## src/rtl/bus_arbiter_if.sv

```systemverilog
// Shared peripheral bus between the arbiter (master) and the addressed peripheral (slave).
interface bus_arbiter_if #(
    parameter int DATA_W = 32,
    parameter int ADDR_W = 32
);
    logic              o_bus_clk;
    logic              o_bus_we;
    logic [ADDR_W-1:0] o_bus_addr;
    logic [DATA_W-1:0] o_bus_data;
    logic [DATA_W-1:0] i_bus_data;
    logic              i_bus_data_ready;

    modport master (output o_bus_clk, o_bus_we, o_bus_addr, o_bus_data,
                    input  i_bus_data, i_bus_data_ready);
    modport slave  (input  o_bus_clk, o_bus_we, o_bus_addr, o_bus_data,
                    output i_bus_data, i_bus_data_ready);
endinterface

```

## src/rtl/bus_arbiter.sv

```systemverilog
// Two-port round-robin arbiter and strobe/ready sequencer for the external peripheral bus.
// Port 0 is the CPU core, port 1 the secondary master (DMA / video fetch).
module bus_arbiter #(
    parameter int DATA_W  = 32,
    parameter int ADDR_W  = 32,
    parameter int TIMEOUT = 255
) (
    input  logic              i_cpu_clk,
    input  logic              i_rst_n,
    input  logic              i_req0,
    input  logic              i_req1,
    input  logic              i_we0,
    input  logic              i_we1,
    input  logic [ADDR_W-1:0] i_addr0,
    input  logic [ADDR_W-1:0] i_addr1,
    input  logic [DATA_W-1:0] i_wdata0,
    input  logic [DATA_W-1:0] i_wdata1,
    output logic              o_ack0,
    output logic              o_ack1,
    output logic              o_err0,
    output logic              o_err1,
    output logic [DATA_W-1:0] o_rdata,
    output logic              o_grant,
    output logic              o_busy,
    bus_arbiter_if.master     bus
);
    typedef enum logic [1:0] {IDLE, SETUP, STROBE, DONE} state_t;

    // Last STROBE cycle index before giving up; the wait is TIMEOUT cycles in total.
    localparam logic [7:0] TO_LAST = 8'(TIMEOUT - 1);

    state_t            state, state_nx;
    logic [7:0]        cnt, cnt_nx;
    logic              last, last_nx;
    logic              sel, grant_nx;
    logic              bclk_nx, we_nx;
    logic [ADDR_W-1:0] addr_nx;
    logic [DATA_W-1:0] data_nx, rdata_nx;
    logic              ack0_nx, ack1_nx, err0_nx, err1_nx;

    assign o_busy = (state != IDLE);

    always_ff @(posedge i_cpu_clk or negedge i_rst_n) begin
        if (!i_rst_n) begin
            state          <= IDLE;
            cnt            <= '0;
            last           <= 1'b1;
            o_grant        <= 1'b0;
            bus.o_bus_clk  <= 1'b0;
            bus.o_bus_we   <= 1'b0;
            bus.o_bus_addr <= '0;
            bus.o_bus_data <= '0;
            o_rdata        <= '0;
            o_ack0         <= 1'b0;
            o_ack1         <= 1'b0;
            o_err0         <= 1'b0;
            o_err1         <= 1'b0;
        end else begin
            state          <= state_nx;
            cnt            <= cnt_nx;
            last           <= last_nx;
            o_grant        <= grant_nx;
            bus.o_bus_clk  <= bclk_nx;
            bus.o_bus_we   <= we_nx;
            bus.o_bus_addr <= addr_nx;
            bus.o_bus_data <= data_nx;
            o_rdata        <= rdata_nx;
            o_ack0         <= ack0_nx;
            o_ack1         <= ack1_nx;
            o_err0         <= err0_nx;
            o_err1         <= err1_nx;
        end
    end

    always_comb begin
        state_nx = state;
        cnt_nx   = cnt;
        last_nx  = last;
        sel      = last;
        grant_nx = o_grant;
        bclk_nx  = bus.o_bus_clk;
        we_nx    = bus.o_bus_we;
        addr_nx  = bus.o_bus_addr;
        data_nx  = bus.o_bus_data;
        rdata_nx = o_rdata;
        ack0_nx  = 1'b0;
        ack1_nx  = 1'b0;
        err0_nx  = 1'b0;
        err1_nx  = 1'b0;
        case (state)
            IDLE: begin
                if (i_req0 || i_req1) begin
                    // On a tie the port that did not win last time gets the bus.
                    sel      = (i_req0 && i_req1) ? ~last : i_req1;
                    grant_nx = sel;
                    we_nx    = sel ? i_we1    : i_we0;
                    addr_nx  = sel ? i_addr1  : i_addr0;
                    data_nx  = sel ? i_wdata1 : i_wdata0;
                    state_nx = SETUP;
                end
            end
            SETUP: begin
                cnt_nx   = '0;
                bclk_nx  = 1'b1;
                state_nx = STROBE;
            end
            STROBE: begin
                if (bus.i_bus_data_ready) begin
                    bclk_nx = 1'b0;
                    if (!bus.o_bus_we) rdata_nx = bus.i_bus_data;
                    ack0_nx  = ~o_grant;
                    ack1_nx  = o_grant;
                    state_nx = DONE;
                end else if (cnt == TO_LAST) begin
                    bclk_nx  = 1'b0;
                    rdata_nx = '1;
                    ack0_nx  = ~o_grant;
                    ack1_nx  = o_grant;
                    err0_nx  = ~o_grant;
                    err1_nx  = o_grant;
                    state_nx = DONE;
                end else begin
                    cnt_nx = cnt + 8'd1;
                end
            end
            DONE: begin
                last_nx  = o_grant;
                we_nx    = 1'b0;
                state_nx = IDLE;
            end
            default: state_nx = IDLE;
        endcase
    end
endmodule

```

## src/flat_wrapper.sv

```systemverilog
// flat-port wrapper written by rule: the top's interface ports become plain ports
module bus_arbiter_flat 
#(
    parameter int DATA_W  = 32,
    parameter int ADDR_W  = 32,
    parameter int TIMEOUT = 255
)
  (i_cpu_clk, i_rst_n, i_req0, i_req1, i_we0, i_we1, i_addr0, i_addr1, i_wdata0, i_wdata1, o_ack0, o_ack1, o_err0, o_err1, o_rdata, o_grant, o_busy, bus_o_bus_clk, bus_o_bus_we, bus_o_bus_addr, bus_o_bus_data, bus_i_bus_data, bus_i_bus_data_ready);
  bus_arbiter_if #(.DATA_W(DATA_W), .ADDR_W(ADDR_W)) bus_i ();
  input  logic i_cpu_clk;
  input  logic i_rst_n;
  input  logic i_req0;
  input  logic i_req1;
  input  logic i_we0;
  input  logic i_we1;
  input  logic [ADDR_W-1:0] i_addr0;
  input  logic [ADDR_W-1:0] i_addr1;
  input  logic [DATA_W-1:0] i_wdata0;
  input  logic [DATA_W-1:0] i_wdata1;
  output logic o_ack0;
  output logic o_ack1;
  output logic o_err0;
  output logic o_err1;
  output logic [DATA_W-1:0] o_rdata;
  output logic o_grant;
  output logic o_busy;
  output wire logic [$bits(bus_i.o_bus_clk)-1:0] bus_o_bus_clk;
  output wire logic [$bits(bus_i.o_bus_we)-1:0] bus_o_bus_we;
  output wire logic [$bits(bus_i.o_bus_addr)-1:0] bus_o_bus_addr;
  output wire logic [$bits(bus_i.o_bus_data)-1:0] bus_o_bus_data;
  input wire logic [$bits(bus_i.i_bus_data)-1:0] bus_i_bus_data;
  input wire logic [$bits(bus_i.i_bus_data_ready)-1:0] bus_i_bus_data_ready;
  assign bus_o_bus_clk = bus_i.o_bus_clk;
  assign bus_o_bus_we = bus_i.o_bus_we;
  assign bus_o_bus_addr = bus_i.o_bus_addr;
  assign bus_o_bus_data = bus_i.o_bus_data;
  assign bus_i.i_bus_data = bus_i_bus_data;
  assign bus_i.i_bus_data_ready = bus_i_bus_data_ready;
  bus_arbiter #(.DATA_W(DATA_W), .ADDR_W(ADDR_W), .TIMEOUT(TIMEOUT)) u_core (.i_cpu_clk(i_cpu_clk), .i_rst_n(i_rst_n), .i_req0(i_req0), .i_req1(i_req1), .i_we0(i_we0), .i_we1(i_we1), .i_addr0(i_addr0), .i_addr1(i_addr1), .i_wdata0(i_wdata0), .i_wdata1(i_wdata1), .o_ack0(o_ack0), .o_ack1(o_ack1), .o_err0(o_err0), .o_err1(o_err1), .o_rdata(o_rdata), .o_grant(o_grant), .o_busy(o_busy), .bus(bus_i));
endmodule
```

## config.mk

```make
export PLATFORM = sky130hd
export DESIGN_NAME = bus_arbiter_flat
export DESIGN_NICKNAME = d
export VERILOG_FILES = /design/src/rtl/bus_arbiter_if.sv /design/src/rtl/bus_arbiter.sv /design/src/flat_wrapper.sv
export SDC_FILE = /design/constraint.sdc
export NUM_CORES = 1
export LEC_CHECK = 0
export ABC_CLOCK_PERIOD_IN_PS = 2000
export CAP_MARGIN = 10
export CELL_PAD_IN_SITES_DETAIL_PLACEMENT = 1
export CELL_PAD_IN_SITES_GLOBAL_PLACEMENT = 1
export CORE_MARGIN = 1
export CORE_UTILIZATION = 30
export CTS_BUF_LIST = sky130_fd_sc_hd__clkbuf_4 sky130_fd_sc_hd__clkbuf_8
export DETAILED_ROUTE_END_ITERATION = 8
export GPL_TIMING_DRIVEN = 1
export PLACE_DENSITY_LB_ADDON = 0.1
export SKIP_LAST_GASP = 1
export SLEW_MARGIN = 20
export SYNTH_ARGS = -nofsm -noshare
export SYNTH_HDL_FRONTEND = slang
export SYNTH_SLANG_ARGS = --single-unit
export TNS_END_PERCENT = 30
```

## constraint.sdc

```tcl
create_clock -name i_cpu_clk -period 2 [get_ports i_cpu_clk]
set_input_delay 0.6 -clock i_cpu_clk [delete_from_list [all_inputs] [get_ports i_cpu_clk]]
set_output_delay 0.6 -clock i_cpu_clk [all_outputs]
set_load 0.005 [all_outputs]
```

Yosys cells after proc, flatten, opt, wreduce, memory -nomap -nowiden
Index checks and enable logic that the tools add are counted.
W data, S select, Z words.
Cells by class
  $add $sub $neg: 1
  eq/ne operators: 9
  mux-type cells: 29
  bitwise operators: 2
  reductions and logical operators: 13
Operator list (count)
  $mux W32: 5
  $mux W8: 2
  $pmux W8 S2: 1
  $mux W1: 15
  $add A8 B1 Y8 const B: 1
  $eq A8 B8 Y1 const B: 1
  $pmux W2 S4: 1
  $reduce_and A2 Y1: 4
  $reduce_bool A2 Y1: 4
  $mux W2: 3
  $ne A2 B2 Y1 const B: 3
  $reduce_and A3 Y1: 2
  $eq A2 B2 Y1 const B: 2
  $pmux W1 S2: 2
  $ne A3 B2 Y1 const B: 1
  $eq A2 B1 Y1 const B: 1
  $logic_not A2 Y1: 1
  $ne A2 B1 Y1 const B: 1
  $not A1 Y1: 2
  $logic_and A1 B1 Y1: 1
  $logic_or A1 B1 Y1: 1
Storage, ports and cells
  register bits: 114
  input bits: 167
  output and inout port bits: 104
  word-level logic and storage cells: 67

Depth between registers and ports, before layout
  word-level depth: 5
  depth in mapped cells: 8
  mapped depth without buffers: 6

Worst setup path before layout
No wires, ideal clock.
  path type: register to register
  start point: register u_core.state[0]
  end point: register u_core.cnt[3]
  library setup time: 0.069 ns
  arrival: 1.556 ns
  data required time: 1.931 ns
  slack: 0.375 ns
  stages on the path, launching flop included: 7
  buffers on the path: 1
  period minus slack after synthesis: 1.625 ns
  cells stage by stage: dfrtp_1 -> inv_1 -> ha_1 -> clkbuf_1 -> nand2_1 -> or4_1 -> nand3_1
On the way
  word-level cells in the longest chain between the ends: 3
  elaborated cells on any way between the ends: 7
  classes of those cells: eq/ne: 4; mux: 1; reduce/logical: 2
Ends and longest elaborated chain
  start, declared: RTL line bus_arbiter.sv:32  | state_t state, state_nx;
  start signal, assigned: RTL line bus_arbiter.sv:59  | state <= state_nx;
  $eq A2 B2 Y1 or $eq A2 B1 Y1 (tied branches): RTL line bus_arbiter.sv:90  | case (state)
  $ne A2 B2 Y1 (no source line) or $reduce_bool A2 Y1 (tied branches)
  $reduce_and A3 Y1 (no source line)
  end signal, assigned: RTL line bus_arbiter.sv:60  | cnt <= cnt_nx;
  end, declared: RTL line bus_arbiter.sv:33  | logic [7:0] cnt, cnt_nx;
Several ways; a longest one is shown, not always the timed one.
A chain may end at the register's enable or synchronous reset.

Final worst setup path
  start point: register u_core.o_rdata[24]
  end point: output port o_rdata[24]
RTL lines
  start, declared: RTL line bus_arbiter.sv:22  | output logic [DATA_W-1:0] o_rdata,
  start signal, assigned: RTL line bus_arbiter.sv:67  | o_rdata <= rdata_nx;
  end, declared: RTL line flat_wrapper.sv:24  | output logic [DATA_W-1:0] o_rdata;
No word-level cell between the ends.

==> impl_metrics.env <==
export IMPL_netlist_area_um2=5140
export IMPL_clkLatencyLatePin_ns=0.45
export IMPL_hp_class="input pin to async pin"
export IMPL_setup_ws_ns=0.0593
export IMPL_rsz0062_at_grt="true"
export IMPL_ys_flop_type="dfrtp_1"
export IMPL_cp_cell_sequence="clkdlybuf4s50_1"
export IMPL_avgViaCountPerCell=4.68
export IMPL_clkPwrFrac_pct=20.6
export IMPL_intPower_mw=7.99
export IMPL_cp_arrival_ns=1.34
export IMPL_overflow=0
export IMPL_postLayoutCellArea_um2=8770
export IMPL_firstDrtPassIters=4
export IMPL_slew_violations=0
export IMPL_hpwl_um=12700
export IMPL_clock_sinks=114
export IMPL_setup_viol=0
export IMPL_coreArea_um2=16600
export IMPL_antenna_found_initial=0
export IMPL_switching_share_pct=31.9
export IMPL_cap_violations=0
export IMPL_synth_seq_cells=114
export IMPL_cp_top_family="buffers and inverters"
export IMPL_pin_count=271
export IMPL_die_w_um=133
export IMPL_power_density_nw_per_um2=1340
export IMPL_wl_um=16600
export IMPL_cp_end_kind="output pin"
export IMPL_final_hold_violation_count=0
export IMPL_cp_max_fo=2
export IMPL_synth_cell_types=46
export IMPL_dr_total_vias=4561
export IMPL_cpPeakStageDelay_ns=0.53
export IMPL_synth_edf_count=0
export IMPL_nNetsFinal=914
export IMPL_synthArstFlopShare_pct=100
export IMPL_clock_path_buffers=2
export IMPL_synthesis_nets=624
export IMPL_synthToLayoutAreaGrowth_pct=70.5
export IMPL_drcViolationCount=0
export IMPL_period_share_pct=97.0
export IMPL_yosys_area_top_type="dfrtp_1"
export IMPL_pwr_share_seq_pct=33.5
export IMPL_crit_type="flop to output pin"
export IMPL_slowest_stage="clkdlybuf4s50_1"
export IMPL_cts_tree="yes"
export IMPL_setup_worst_path_start_class="flop"
export IMPL_tightest_slew_ns=0.621
export IMPL_gp_congestion=0.813
export IMPL_antenna_cells=0
export IMPL_fin_util_pct=52.7
export IMPL_path_clk_slew_ns=0.08
export IMPL_grt_max_degree=115
export IMPL_start_util_pct=30.9
export IMPL_io_buffers=270
export IMPL_nFillCells=1771
export IMPL_place_area_um2=8260
export IMPL_grt_first_pass_wirelength_um=26300
export IMPL_peakVddDrop_mv=0.619
export IMPL_routedWlPerCell_um=17.1
export IMPL_yosys_warnings=0
export IMPL_final_min_clock_period_ns=1.94
export IMPL_seq_area_frac_synth_pct=55.5
export IMPL_p_sw_mw=3.74
export IMPL_root_buffer="clkbuf_8"
export IMPL_leakage_nw=3.75
export IMPL_rows=47
export IMPL_first_global_vias=4943
export IMPL_cts_made_buffers=17
export IMPL_crit_buf_inv=1
export IMPL_status="finished, final reports clean"
export IMPL_grtUsageTotal_pct=19.6
export IMPL_hold_ws_ns=0.255
export IMPL_postSynthAreaPerCell_um2=11.4
export IMPL_synth_area_leaders="dfrtp_1, mux2i_1, o22a_2"
export IMPL_synth_top_area_share_pct=55.0
export IMPL_skew_ns=0.0135
export IMPL_drive_gt1_share_pct=15.3
export IMPL_htree_levels=4
export IMPL_dieArea_um2=17700
export IMPL_die_h_um=133
export IMPL_pwr_share_comb_pct=45.9
export IMPL_synthCells=451
export IMPL_drt_iter0_markers=153
export IMPL_fmaxAchievable_ghz=0.515
export IMPL_ant_nets=0
export IMPL_max_slew_margin_pct=58.6
export IMPL_post_place_ws_ns=-0.118
export IMPL_critical_path_required_ns=1.40
-- synth_stat cells (all sizes together) (2+ instances only) --
cell type,n
mux2i,66
nor2,5
nand2,75
o211ai,2
and3,2
nand4,2
o21ai,70
dfrtp,113
a21oi,5
inv,9
o221ai,2
clkbuf,11
nor3,7
nand3,6
o22a,32
ha,6
buf,19
-- metrics by stage --
stage / power, mW / setup TNS, ns / cells
final: 11.7 / 0 / 974
after global routing: 12.5 / -0.0333 / 974
after CTS: 11.9 / -0.0659 / 971
after detailed placement: 9.31 / -6.08 / 935
after global placement: 9.11 / -1.65 / 935
after floorplan: 6.01 / 0 / 451
-- cells in the final DEF (no fill, tap or decap), types with 2 or more instances in the layout --
master and instances:
and3_2 2, bufinv_16 4, mux2i_1 66, inv_1 6
buf_12 12, a21oi_1 4, o221ai_1 2, o211ai_1 2
dfrtp_1 112, nand3_1 5, clkbuf_8 18, nor2_1 5
clkinv_4 2, buf_4 20, o21ai_0 31, o22a_1 2
ha_1 5, o22a_2 30, inv_2 3, o21ai_1 38
clkinvlp_4 3, clkdlybuf4s50_1 267, nand2_1 75, nor3_1 6
clkinv_2 3
-- worst paths after layout --
| check | startpoint | endpoint | slack (ns) | cells past startpoint |
|---|---|---|---|---|
| min reg2reg | u_core.bus.o_bus_addr[28] | u_core.bus.o_bus_addr[28] | 0.48 | 2 |
| min in group i_cpu_clk | u_core.bus.o_bus_addr[28] | u_core.bus.o_bus_addr[28] | 0.48 | 2 |
| max | u_core.o_rdata[24] | o_rdata[24] | 0.06 | 1 |
| max reg2reg | u_core.state[0] | u_core.cnt[3] | 0.18 | 6 |
| min | i_rst_n | u_core.o_err1 | 0.25 | 2 |
| max in group asynchronous | i_rst_n | u_core.bus.o_bus_data[5] | 1.31 | 2 |
-- what timing repair did --
| action | in CTS | in global routing |
|---|---|---|
| gates resized for setup | 6 | 3 |
| hold buffers | 0 | 0 |
| gates cloned | 0 | 0 |
| buffers inserted | 4 | 3 |
| endpoints found under the setup margin | 4 | 9 |
-- flip-flops by register name (all words and copies together), names as in the netlist --
name,count
u_core.bus.o_bus_data,32
u_core.bus.o_bus_clk,1
u_core.last,1
u_core.bus.o_bus_we,1
u_core.o_ack1,1
u_core.o_grant,1
u_core.state,2
u_core.o_ack0,1
u_core.o_err0,1
u_core.o_err1,1
u_core.o_rdata,32
u_core.bus.o_bus_addr,32
u_core.cnt,8
-- power by group through the flow --
| stage | clock network (mW) | registers [mW] | logic, mW |
|---|---|---|---|
| floorplan | 0 | 3.99 | 2.02 |
| global placement | 0 | 3.93 | 5.18 |
| detailed placement | 0 | 3.99 | 5.32 |
| CTS | 2.48 | 3.94 | 5.45 |
| global route | 2.58 | 4.07 | 5.88 |
| finish | 2.41 | 3.93 | 5.39 |
-- final cells by class --
| class | count | area [µm²] | area share [%] |
|---|---|---|---|
| flip-flops and latches | 114 | 2860 | 32.6 |
| well taps | 220 | 275 | 3.14 |
| repair buffers | 301 | 3080 | 35.1 |
| clock inverters | 13 | 184 | 2.10 |
| inverters | 9 | 33.8 | 0.385 |
| multi-input cells | 298 | 2080 | 23.8 |
| clock buffers | 19 | 255 | 2.91 |
-- routing by layer --
metal	up-vias	routed length, µm	global-route usage (%)
met1	2197	6470	21.1
met5	-	0	0
met3	32	846	5.13
met4	0	519	10.8
li1	2186	-	-
met2	146	8780	35.0
-- kinds of logic after synthesis --
family,after synthesis,share of synthesized area (%)
mux,67,13.1
flops,114,55.5
buf+inv,39,4.58
simple gates,103,9.05
fa+ha+maj,6,1.46
compound gates,122,16.3
No activity file was read; power rests on OpenSTA's default activity.
==> RTL edit, RTL diff (same settings) <==
`o_rdata` no longer has a reset.
--- a/src/rtl/bus_arbiter.sv
+++ b/src/rtl/bus_arbiter.sv
@@ -51,5 +51,4 @@
             bus.o_bus_addr <= '0;
             bus.o_bus_data <= '0;
-            o_rdata        <= '0;
             o_ack0         <= 1'b0;
             o_ack1         <= 1'b0;
@@ -65,5 +64,4 @@
             bus.o_bus_addr <= addr_nx;
             bus.o_bus_data <= data_nx;
-            o_rdata        <= rdata_nx;
             o_ack0         <= ack0_nx;
             o_ack1         <= ack1_nx;
@@ -71,4 +69,8 @@
             o_err1         <= err1_nx;
         end
+    end
+
+    always_ff @(posedge i_cpu_clk) begin
+        o_rdata <= rdata_nx;
     end
 
Behaviour: differs if i_rst_n is asserted again (counterexample within 4 cycles, from zero or initial values and one cycle with i_rst_n low); with i_rst_n held inactive, the same outputs for 10 cycles.
==> RTL edit against the original RTL <==
- routed wire length decreased by 2.1%
- final area fell by 1.1%
- worst setup slack got worse by 0.013 ns
- total power is 15% lower
- clock power shrank 16%
- combinational power decreased by 21%
- critical path type unchanged
- critical path depth rose by 3
- register-to-register slack improved by 0.10 ns
- core utilization down 0.58 points
- via count fell by 2.8%
- sequential cell count stayed put
- largest power group unchanged
- area after synthesis decreased by 0.15%
- non-clock buffer count shrank 1
- die area shrank 0.14%
==> RTL edit: results (changes against the original RTL) <==
* Status: finished clean (unchanged)
* Met2 Resource Use GR at 33.8% (was 35.0%)
* DR iter-0 viols at 117 (was 153)
* Maximum fanout along the worst path at 3 (was 2)
* Reg2Reg Launch Point: u_core.state[1]$_DFFE_PN0P_ (was u_core.state[0]$_DFFE_PN0P_)
* Post-synth EDFFs at 32 (was 0)
* Synth top area cells: dfrtp_1, edfxtp_1, mux2i_1 (was dfrtp_1, mux2i_1, o22a_2)
* Synth top cells by count: dfrtp_1, nand2_1, mux2i_1, o21ai_1 (was dfrtp_1, nand2_1, mux2i_1, o21ai_1, o21ai_0)
* Worst reg2reg endpoint: u_core.cnt[4]$_DFFE_PN0P_ (was u_core.cnt[3]$_DFFE_PN0P_)
* Final Power at 9970 uW (was 11,700 uW)
* GR Layer Usage met1 at 20.5% (was 21.1%)
* Vias in the first global route at 4,800 (was 4,943)
* Ratio of cells with drive above 1 in the final layout at 10.0% (was 15.3%)
* Syn Inst Count at 446 (was 451)
* Met2 Wirelength at 8360 um (was 8780 um)
* Pre-CTS WS at -0.134 ns (was -0.118 ns)
* Hold_ws at 0.0837 ns (was 0.255 ns)
* DP Wirelength at 12,800 um (was 12,700 um)
* CP top delay family: flip-flops (was buffers and inverters)
* Leakage at 0.00360 uW (was 0.00375 uW)
* Post-Syn Nets at 620 (was 624)
* Routed vias at 4,433 (was 4,561)
* Internal at 6780 uW (was 7990 uW)
* Synth Area in Adders at 1.71% (was 1.46%)
* Power Dens Cells at 1150 mW/mm^2 (was 1340 mW/mm^2)
* GPL Wtd Cong at 0.787 (was 0.813)
* Reg2reg setup slack at 0.28 ns (was 0.18 ns)
* Clk_lat worst skew at 0.43 ns (was 0.45 ns)
* Yosys cell types at 41 (was 46)
* Clock Power at 2020 uW (was 2410 uW)
* First-pass GRT wire length at 25,800 um (was 26,300 um)
* GRT Overall Usage at 19.1% (was 19.6%)
* Placed Instances at 934 (was 935)
* Cell Area, Placed at 0.00827 sq mm (was 0.00826 sq mm)
* Slew Limit Headroom at 75.1% (was 58.6%)
==> RTL edit: area by class of cell <==
cell class / count / area share, %
clock buffer: 18 / 2.78
sequential: 114 / 34.8
timing repair buffer: 300 / 35.2
tap: 220 / 3.17
inverter: 6 / 0.260
clock inverter: 13 / 1.39
multi-input combinational: 298 / 22.4
==> RTL edit: repair_timing <==
item                                    4_1_cts  5_1_grt
pin swaps                                     0        0
gates cloned                                  0        0
endpoints found under the setup margin        3        5
resized for setup                             5        2
setup buffers                                 4        0
==> RTL edit: worst max-delay path by stage <==
stage	start	to
after floorplan	u_core.state[0]$_DFFE_PN0P_	u_core.o_rdata[0]$_SDFFCE_PN1P_
after global placement	i_req1	u_core.bus.o_bus_data[23]$_DFFE_PN0P_
after detailed placement	i_req1	u_core.bus.o_bus_data[16]$_DFFE_PN0P_
after CTS	u_core.bus.o_bus_we$_DFFE_PN0P_	bus_o_bus_we
after global routing	u_core.state[0]$_DFFE_PN0P_	o_busy
final	u_core.state[0]$_DFFE_PN0P_	o_busy
